--- config.mk ---
export PLATFORM = sky130hd
export DESIGN_NAME = l2_lookup_sched_flat
export DESIGN_NICKNAME = d
export VERILOG_FILES = /design/src/rtl/l2_lookup_sched_if.sv /design/src/rtl/l2_lookup_sched.sv /design/src/flat_wrapper.sv
export SDC_FILE = /design/constraint.sdc
export NUM_CORES = 1
export LEC_CHECK = 0
export CORE_MARGIN = 4
export CORE_UTILIZATION = 37
export CTS_CLUSTER_SIZE = 24
export DETAILED_ROUTE_END_ITERATION = 8
export PLACE_DENSITY = 0.8
export SLEW_MARGIN = 20
export SYNTH_ARGS = -nofsm -noshare
export SYNTH_HDL_FRONTEND = slang
export SYNTH_SLANG_ARGS = --single-unit
export TNS_END_PERCENT = 20
--- constraint.sdc ---
create_clock -name clk -period 2.7 [get_ports clk]
set_input_delay 0.27 -clock clk [delete_from_list [all_inputs] [get_ports clk]]
set_output_delay 0.27 -clock clk [all_outputs]
set_load 0.1 [all_outputs]
--- src/rtl/l2_lookup_sched_if.sv ---
// Handshake and lookup-side signal bundle for the L2 lookup sequencer.
// The sequencer connects through the slave modport; the environment
// (core request source, forward source, main L2 FSM) uses master.
interface l2_lookup_sched_if #(
    parameter int ADDR_BITS = 32,
    parameter int SET_BITS  = 9,
    parameter int WAY_BITS  = 3
) ();
    logic                 hold;
    logic                 req_valid;
    logic [ADDR_BITS-1:0] req_addr;
    logic                 req_ready;
    logic                 fwd_valid;
    logic [ADDR_BITS-1:0] fwd_addr;
    logic                 fwd_ready;
    logic                 rd_en;
    logic [SET_BITS-1:0]  rd_set;
    logic                 lookup_en;
    logic                 lookup_mode;
    logic [ADDR_BITS-1:0] cur_addr;
    logic                 busy;
    logic                 op_done;
    logic                 evict_adv;
    logic [WAY_BITS-1:0]  evict_way;

    modport slave (
        input  hold, req_valid, req_addr, fwd_valid, fwd_addr, op_done, evict_adv,
        output req_ready, fwd_ready, rd_en, rd_set, lookup_en, lookup_mode,
               cur_addr, busy, evict_way
    );

    modport master (
        output hold, req_valid, req_addr, fwd_valid, fwd_addr, op_done, evict_adv,
        input  req_ready, fwd_ready, rd_en, rd_set, lookup_en, lookup_mode,
               cur_addr, busy, evict_way
    );
endinterface

--- src/rtl/l2_lookup_sched.sv ---
// Front-end sequencer for the L2 tag/state lookup path.
// Arbitrates core requests against forwards (forwards preferred, with a
// bounded streak so a waiting request cannot starve), issues the tag/state
// read, fires the lookup trigger and then waits for the main FSM to finish.
// Also owns the round-robin eviction-way pointer.
module l2_lookup_sched #(
    parameter int ADDR_BITS      = 32,
    parameter int OFFSET_BITS    = 6,
    parameter int SET_BITS       = 9,
    parameter int WAY_BITS       = 3,
    parameter int RD_LAT         = 1,
    parameter int MAX_FWD_STREAK = 4
) (
    input  logic              clk,
    input  logic              rst,
    l2_lookup_sched_if.slave  bus
);

    localparam int STREAK_W = $clog2(MAX_FWD_STREAK + 1);
    localparam int CNT_W    = (RD_LAT > 1) ? $clog2(RD_LAT) : 1;

    typedef enum logic [2:0] {
        S_IDLE   = 3'd0,
        S_RD     = 3'd1,
        S_WAIT   = 3'd2,
        S_LOOKUP = 3'd3,
        S_BUSY   = 3'd4
    } state_t;

    state_t               state_r;
    state_t               state_s;
    logic                 grant_req_s;
    logic                 grant_fwd_s;
    logic [ADDR_BITS-1:0] grant_addr_s;
    logic [STREAK_W-1:0]  streak_r;
    logic [STREAK_W-1:0]  streak_s;
    logic [CNT_W-1:0]     lat_cnt_r;
    logic [CNT_W-1:0]     lat_cnt_s;
    logic [ADDR_BITS-1:0] cur_addr_r;
    logic                 mode_r;
    logic [SET_BITS-1:0]  rd_set_r;
    logic                 rd_en_r;
    logic                 lookup_en_r;
    logic                 busy_r;
    logic [WAY_BITS-1:0]  evict_way_r;

    // Arbitration, streak bookkeeping, read-latency counting and next state.
    always_comb begin
        state_s      = state_r;
        grant_req_s  = 1'b0;
        grant_fwd_s  = 1'b0;
        streak_s     = streak_r;
        lat_cnt_s    = lat_cnt_r;
        grant_addr_s = bus.req_addr;
        case (state_r)
            S_IDLE: begin
                // Grants are gated by rst so ready never shows while in reset.
                if (rst && !bus.hold) begin
                    if (bus.fwd_valid &&
                        !(bus.req_valid && (streak_r == STREAK_W'(MAX_FWD_STREAK)))) begin
                        grant_fwd_s = 1'b1;
                    end else if (bus.req_valid) begin
                        grant_req_s = 1'b1;
                    end else begin
                        grant_req_s = 1'b0;
                    end
                end else begin
                    grant_req_s = 1'b0;
                end
                if (grant_fwd_s) begin
                    grant_addr_s = bus.fwd_addr;
                end else begin
                    grant_addr_s = bus.req_addr;
                end
                if (grant_fwd_s || grant_req_s) begin
                    state_s = S_RD;
                end else begin
                    state_s = S_IDLE;
                end
                // Streak only counts forwards that overtook a waiting request.
                if (!bus.req_valid || grant_req_s) begin
                    streak_s = '0;
                end else if (grant_fwd_s && (streak_r != STREAK_W'(MAX_FWD_STREAK))) begin
                    streak_s = streak_r + STREAK_W'(1);
                end else begin
                    streak_s = streak_r;
                end
            end
            S_RD: begin
                if (RD_LAT == 1) begin
                    state_s = S_LOOKUP;
                end else begin
                    state_s   = S_WAIT;
                    lat_cnt_s = CNT_W'(RD_LAT - 1);
                end
            end
            S_WAIT: begin
                lat_cnt_s = lat_cnt_r - CNT_W'(1);
                if (lat_cnt_r <= CNT_W'(1)) begin
                    state_s = S_LOOKUP;
                end else begin
                    state_s = S_WAIT;
                end
            end
            S_LOOKUP: begin
                state_s = S_BUSY;
            end
            S_BUSY: begin
                if (bus.op_done) begin
                    state_s = S_IDLE;
                end else begin
                    state_s = S_BUSY;
                end
            end
            default: begin
                state_s = S_IDLE;
            end
        endcase
    end

    // State, counters and registered strobes; strobes follow the next state
    // so they are aligned with the cycle the FSM sits in that state.
    always_ff @(posedge clk) begin
        if (!rst) begin
            state_r     <= S_IDLE;
            streak_r    <= '0;
            lat_cnt_r   <= '0;
            cur_addr_r  <= '0;
            mode_r      <= 1'b0;
            rd_set_r    <= '0;
            rd_en_r     <= 1'b0;
            lookup_en_r <= 1'b0;
            busy_r      <= 1'b0;
        end else begin
            state_r   <= state_s;
            streak_r  <= streak_s;
            lat_cnt_r <= lat_cnt_s;
            if (grant_fwd_s || grant_req_s) begin
                cur_addr_r <= grant_addr_s;
                mode_r     <= grant_fwd_s;
                rd_set_r   <= grant_addr_s[OFFSET_BITS+SET_BITS-1:OFFSET_BITS];
            end else begin
                cur_addr_r <= cur_addr_r;
                mode_r     <= mode_r;
                rd_set_r   <= rd_set_r;
            end
            rd_en_r     <= (state_s == S_RD);
            lookup_en_r <= (state_s == S_LOOKUP);
            busy_r      <= (state_s != S_IDLE);
        end
    end

    // Round-robin eviction pointer, free-running and independent of the FSM.
    always_ff @(posedge clk) begin
        if (!rst) begin
            evict_way_r <= '0;
        end else if (bus.evict_adv) begin
            evict_way_r <= evict_way_r + WAY_BITS'(1);
        end else begin
            evict_way_r <= evict_way_r;
        end
    end

    assign bus.req_ready   = grant_req_s;
    assign bus.fwd_ready   = grant_fwd_s;
    assign bus.rd_en       = rd_en_r;
    assign bus.rd_set      = rd_set_r;
    assign bus.lookup_en   = lookup_en_r;
    assign bus.lookup_mode = mode_r;
    assign bus.cur_addr    = cur_addr_r;
    assign bus.busy        = busy_r;
    assign bus.evict_way   = evict_way_r;

endmodule
--- src/flat_wrapper.sv ---
// flat-port wrapper written by rule: the top's interface ports become plain ports
module l2_lookup_sched_flat 
#(
    parameter int ADDR_BITS      = 32,
    parameter int OFFSET_BITS    = 6,
    parameter int SET_BITS       = 9,
    parameter int WAY_BITS       = 3,
    parameter int RD_LAT         = 1,
    parameter int MAX_FWD_STREAK = 4
)
  (clk, rst, bus_hold, bus_req_valid, bus_req_addr, bus_fwd_valid, bus_fwd_addr, bus_op_done, bus_evict_adv, bus_req_ready, bus_fwd_ready, bus_rd_en, bus_rd_set, bus_lookup_en, bus_lookup_mode, bus_cur_addr, bus_busy, bus_evict_way);
  l2_lookup_sched_if #(.ADDR_BITS(ADDR_BITS), .SET_BITS(SET_BITS), .WAY_BITS(WAY_BITS)) bus_i ();
  input  logic clk;
  input  logic rst;
  input wire logic [$bits(bus_i.hold)-1:0] bus_hold;
  input wire logic [$bits(bus_i.req_valid)-1:0] bus_req_valid;
  input wire logic [$bits(bus_i.req_addr)-1:0] bus_req_addr;
  input wire logic [$bits(bus_i.fwd_valid)-1:0] bus_fwd_valid;
  input wire logic [$bits(bus_i.fwd_addr)-1:0] bus_fwd_addr;
  input wire logic [$bits(bus_i.op_done)-1:0] bus_op_done;
  input wire logic [$bits(bus_i.evict_adv)-1:0] bus_evict_adv;
  output wire logic [$bits(bus_i.req_ready)-1:0] bus_req_ready;
  output wire logic [$bits(bus_i.fwd_ready)-1:0] bus_fwd_ready;
  output wire logic [$bits(bus_i.rd_en)-1:0] bus_rd_en;
  output wire logic [$bits(bus_i.rd_set)-1:0] bus_rd_set;
  output wire logic [$bits(bus_i.lookup_en)-1:0] bus_lookup_en;
  output wire logic [$bits(bus_i.lookup_mode)-1:0] bus_lookup_mode;
  output wire logic [$bits(bus_i.cur_addr)-1:0] bus_cur_addr;
  output wire logic [$bits(bus_i.busy)-1:0] bus_busy;
  output wire logic [$bits(bus_i.evict_way)-1:0] bus_evict_way;
  assign bus_i.hold = bus_hold;
  assign bus_i.req_valid = bus_req_valid;
  assign bus_i.req_addr = bus_req_addr;
  assign bus_i.fwd_valid = bus_fwd_valid;
  assign bus_i.fwd_addr = bus_fwd_addr;
  assign bus_i.op_done = bus_op_done;
  assign bus_i.evict_adv = bus_evict_adv;
  assign bus_req_ready = bus_i.req_ready;
  assign bus_fwd_ready = bus_i.fwd_ready;
  assign bus_rd_en = bus_i.rd_en;
  assign bus_rd_set = bus_i.rd_set;
  assign bus_lookup_en = bus_i.lookup_en;
  assign bus_lookup_mode = bus_i.lookup_mode;
  assign bus_cur_addr = bus_i.cur_addr;
  assign bus_busy = bus_i.busy;
  assign bus_evict_way = bus_i.evict_way;
  l2_lookup_sched #(.ADDR_BITS(ADDR_BITS), .OFFSET_BITS(OFFSET_BITS), .SET_BITS(SET_BITS), .WAY_BITS(WAY_BITS), .RD_LAT(RD_LAT), .MAX_FWD_STREAK(MAX_FWD_STREAK)) u_core (.clk(clk), .rst(rst), .bus(bus_i));
endmodule
==> impl_metrics.csv <==
group,metric,value,unit
timing,fmax,413,MHz
synth,syn-cell-area,0.00199,mm2
hold_path,min_path_cells,2,
synth,muxShareOfSynthArea,0.504,%
clock_network,path_clk_slew,0.09,ns
setup_path,r2r_cells,6,
clock_network,htree_levels,2,
hold_path,min_from,"u_core.bus.lookup_mode$_SDFFE_PN0P_",
setup_path,worstReg2RegEnd,"u_core.bus.rd_set[7]$_SDFFE_PN0P_",
synth,synth_seq_area_share,45.4,%
synth,synth_top_family_by_area,"simple AND/OR/NAND/NOR gates",
setup_path,crit_fanout,18,
synth,synth_nets,321,
setup_path,start_kind,"primary input",
synth,synth-adder-area-share,1.89,%
setup_path,reg2reg_from,"u_core.state_r[1]$_SDFF_PN0_",
grt,groute.usage.overall,17.0,%
floorplanning,dieHeight,81.3,um
timing,post-route-period-util,89.7,%
routing,final_antenna_net_count,0,
synth,synth_cell_type_count,32,
clock_network,cts_tree,"done",
timing,setup_viol,0,
clock_network,clockBufferDepth,2,
timing,slew_viol_final,0,
layout,design_area,0.00314,mm2
layout,layout-drive-gt1-share,19.8,%
synth,ys_ff_latch,45,
synth,synth_xor_area_share,1.32,%
timing,hold_viol,0,
layout,seqCellArea,901,um2
synth,async_reset_ff_share,0,%
power,peakVddDrop,0.561,mV
synth,synth_compound_area_share,20.4,%
clock_network,postCtsSetupBuffers,0,
synth,synthSimpleGateAreaFrac,20.9,%
clock_network,cts-buffers-inserted,5,
grt,antenna_found_initial,0,
routing,drc,0,
synth,avgSynthCellArea,8.04,um2
placement,post_dp_cell_area,0.00306,mm2
routing,dr.pass1.iters,4,
timing,fin_setup_tns,0,ns
grt,overflow,0,
power,power,2.72,mW
setup_path,rrSetupSlack,0.62,ns
synth,synth_top_area_share,45.4,%
setup_path,critPathArrivalTime,2.15,ns
synth,synth_edf_count,0,
layout,syn_to_final_growth,58.3,%
floorplanning,boundaryPins,121,
timing,period_needed,2.42,ns
floorplanning,die-area,0.00660,mm2
setup_path,cp.required,2.43,ns
placement,dp_hpwl,4060,um
routing,avgViaCountPerCell,4.95,
synth,synth.most_common_cell,"nand2_1",
placement,portBuffers,120,
floorplanning,die_x,81.3,um
layout,n_antenna_cell,0,
timing,grt_setup_unrepaired,"false",
setup_path,path_class,"primary input to output port",
layout,final_nets,426,
grt,grt_first_pass_wirelength,8820,um
routing,drt-initial-drc-count,99,
clock_network,worstSkewPairLatency,0.29,ns
power,leakage,1.34,nW
setup_path,slowest_stage,"or4_4",
timing,maxSlewHeadroom,75.8,%
timing,skew,0.00635,ns
floorplanning,initial_core_util,38.6,%
clock_network,root_buffer,"clkbuf_8",
routing,vias,2094,
hold_path,min_path_type,"flop to flop",
routing,routed_wl,5630,um
synth,yosysWarnings,0,
floorplanning,core,0.00514,mm2
outcome,outcome,"completed",
hold_path,min_to,"u_core.bus.lookup_mode$_SDFFE_PN0P_",
setup_path,cpPeakStageDelay,0.52,ns
clock_network,cts_hold_buf,0,
synth,syn_inst,247,
synth,synth_area_leaders,"dfxtp_1 45%, nand2_1 13%, a31oi_1 10%",
layout,fillers,510,
grt,grt_start_max_net_pins,43,
synth,synth_ff_type,"dfxtp_1",
job,drv_cap,0,
setup_path,path_cells,"clkdlybuf4s50_1, or4b_4, or4_4, clkinv_4, buf_12",
grt,grt_pass1_vias,1974,
clock_network,clock-sinks,45,
clock_network,cts_resized,0,
timing,tightest_slew,0.363,ns
power,power.density,865,mW/mm2
routing,wl_per_cell,13.3,um
synth,netlist_top_cells_count,"70 x nand2_1, 45 x dfxtp_1, 34 x o21ai_0",
setup_path,end_kind,"output port",
floorplanning,fp-row-count,26,
synth,synth_area_leader_cell,"dfxtp_1",
layout,multi_input_area,898,um2
placement,routabilityCongestion,0.777,
## metal layers
layer  global-route usage, %  up-vias  routed length (um)
li1                        -     1049                   -
met1                    18.1      962                2210
met2                    31.2       77                2850
met3                    6.21        6                 493
met4                    4.73        0                  74
met5                       0        -                   0
## cells by family (layout without fill, tap and decap cells)
family,after synthesis,in the layout
multiplexers,1,1
AO/OA/AOI/OAI,71,71
flip-flops,45,45
buffers and inverters,31,137
adder cells (fa/ha/maj),3,3
XOR/XNOR,3,3
AND/OR/NAND/NOR,93,93
## final cells by class
type                            count  area share (%)
Tap cell                           70            2.79
Clock inverter                      3           0.557
Inverter                            4           0.637
Sequential cell                    45            28.7
Clock buffer                        5            2.19
Timing Repair Buffer              125            36.6
Multi-Input combinational cell    171            28.6
## registers in the layout, summed over array words and instances (netlist names)
| name | cells |
|---|---|
| u_core.bus.lookup_en | 1 |
| u_core.state_r | 3 |
| u_core.bus.lookup_mode | 1 |
| u_core.bus.evict_way | 3 |
| u_core.bus.rd_en | 1 |
| u_core.streak_r | 3 |
| u_core.bus.busy | 1 |
| u_core.bus.rd_set | 8 |
| u_core.bus.cur_addr | 24 |
## where the power goes
group          internal, mW  total, mW  switching [mW]
registers             0.777      0.848          0.0709
logic                 0.361       1.47            1.11
clock network         0.179      0.402           0.223
## cells in the final DEF (no fill, tap or decap), types with 2 or more instances in the layout
cell and n:
buf_4 52, a21boi_1 2, nor3b_1 2, ha_1 3, clkbuf_8 5, nand3_1 4, clkinv_2 2, nand2_1 70
xnor2_1 2, and3_1 2, or2_2 3, inv_1 3, and2_1 2, nor2_1 3, o21ai_0 34, a31oi_1 32
clkdlybuf4s50_1 70, dfxtp_1 45, buf_12 3
## worst max-delay path: cells and delay by family
family | cells | cell delay (ns)
buffers and inverters | 3 | 0.86
AND/OR/NAND/NOR | 2 | 1.01
## worst max-delay path by stage
stage / startpoint / endpoint / cells after the start
2_1_floorplan: u_core.state_r[1]$_SDFF_PN0_ / u_core.bus.lookup_mode$_SDFFE_PN0P_ / 4
3_3_place_gp: rst / bus_fwd_ready / 5
3_5_place_dp: rst / u_core.bus.cur_addr[14]$_SDFFE_PN0P_ / 7
4_1_cts: rst / bus_fwd_ready / 5
5_1_grt: rst / bus_fwd_ready / 5
6_report: rst / bus_fwd_ready / 5
## per-stage QoR
stage	cells	setup slack [ns]	util (%)	hold slack, ns
floorplan	247	0.565	-	0.402
global placement	415	0.296	59.5	0.445
finish	423	0.279	61.2	0.462
global route	423	0.228	61.2	0.477
detailed placement	415	0.286	59.5	0.451
CTS	423	0.278	61.2	0.464
Note: power is estimated with default switching activity, not from simulation.
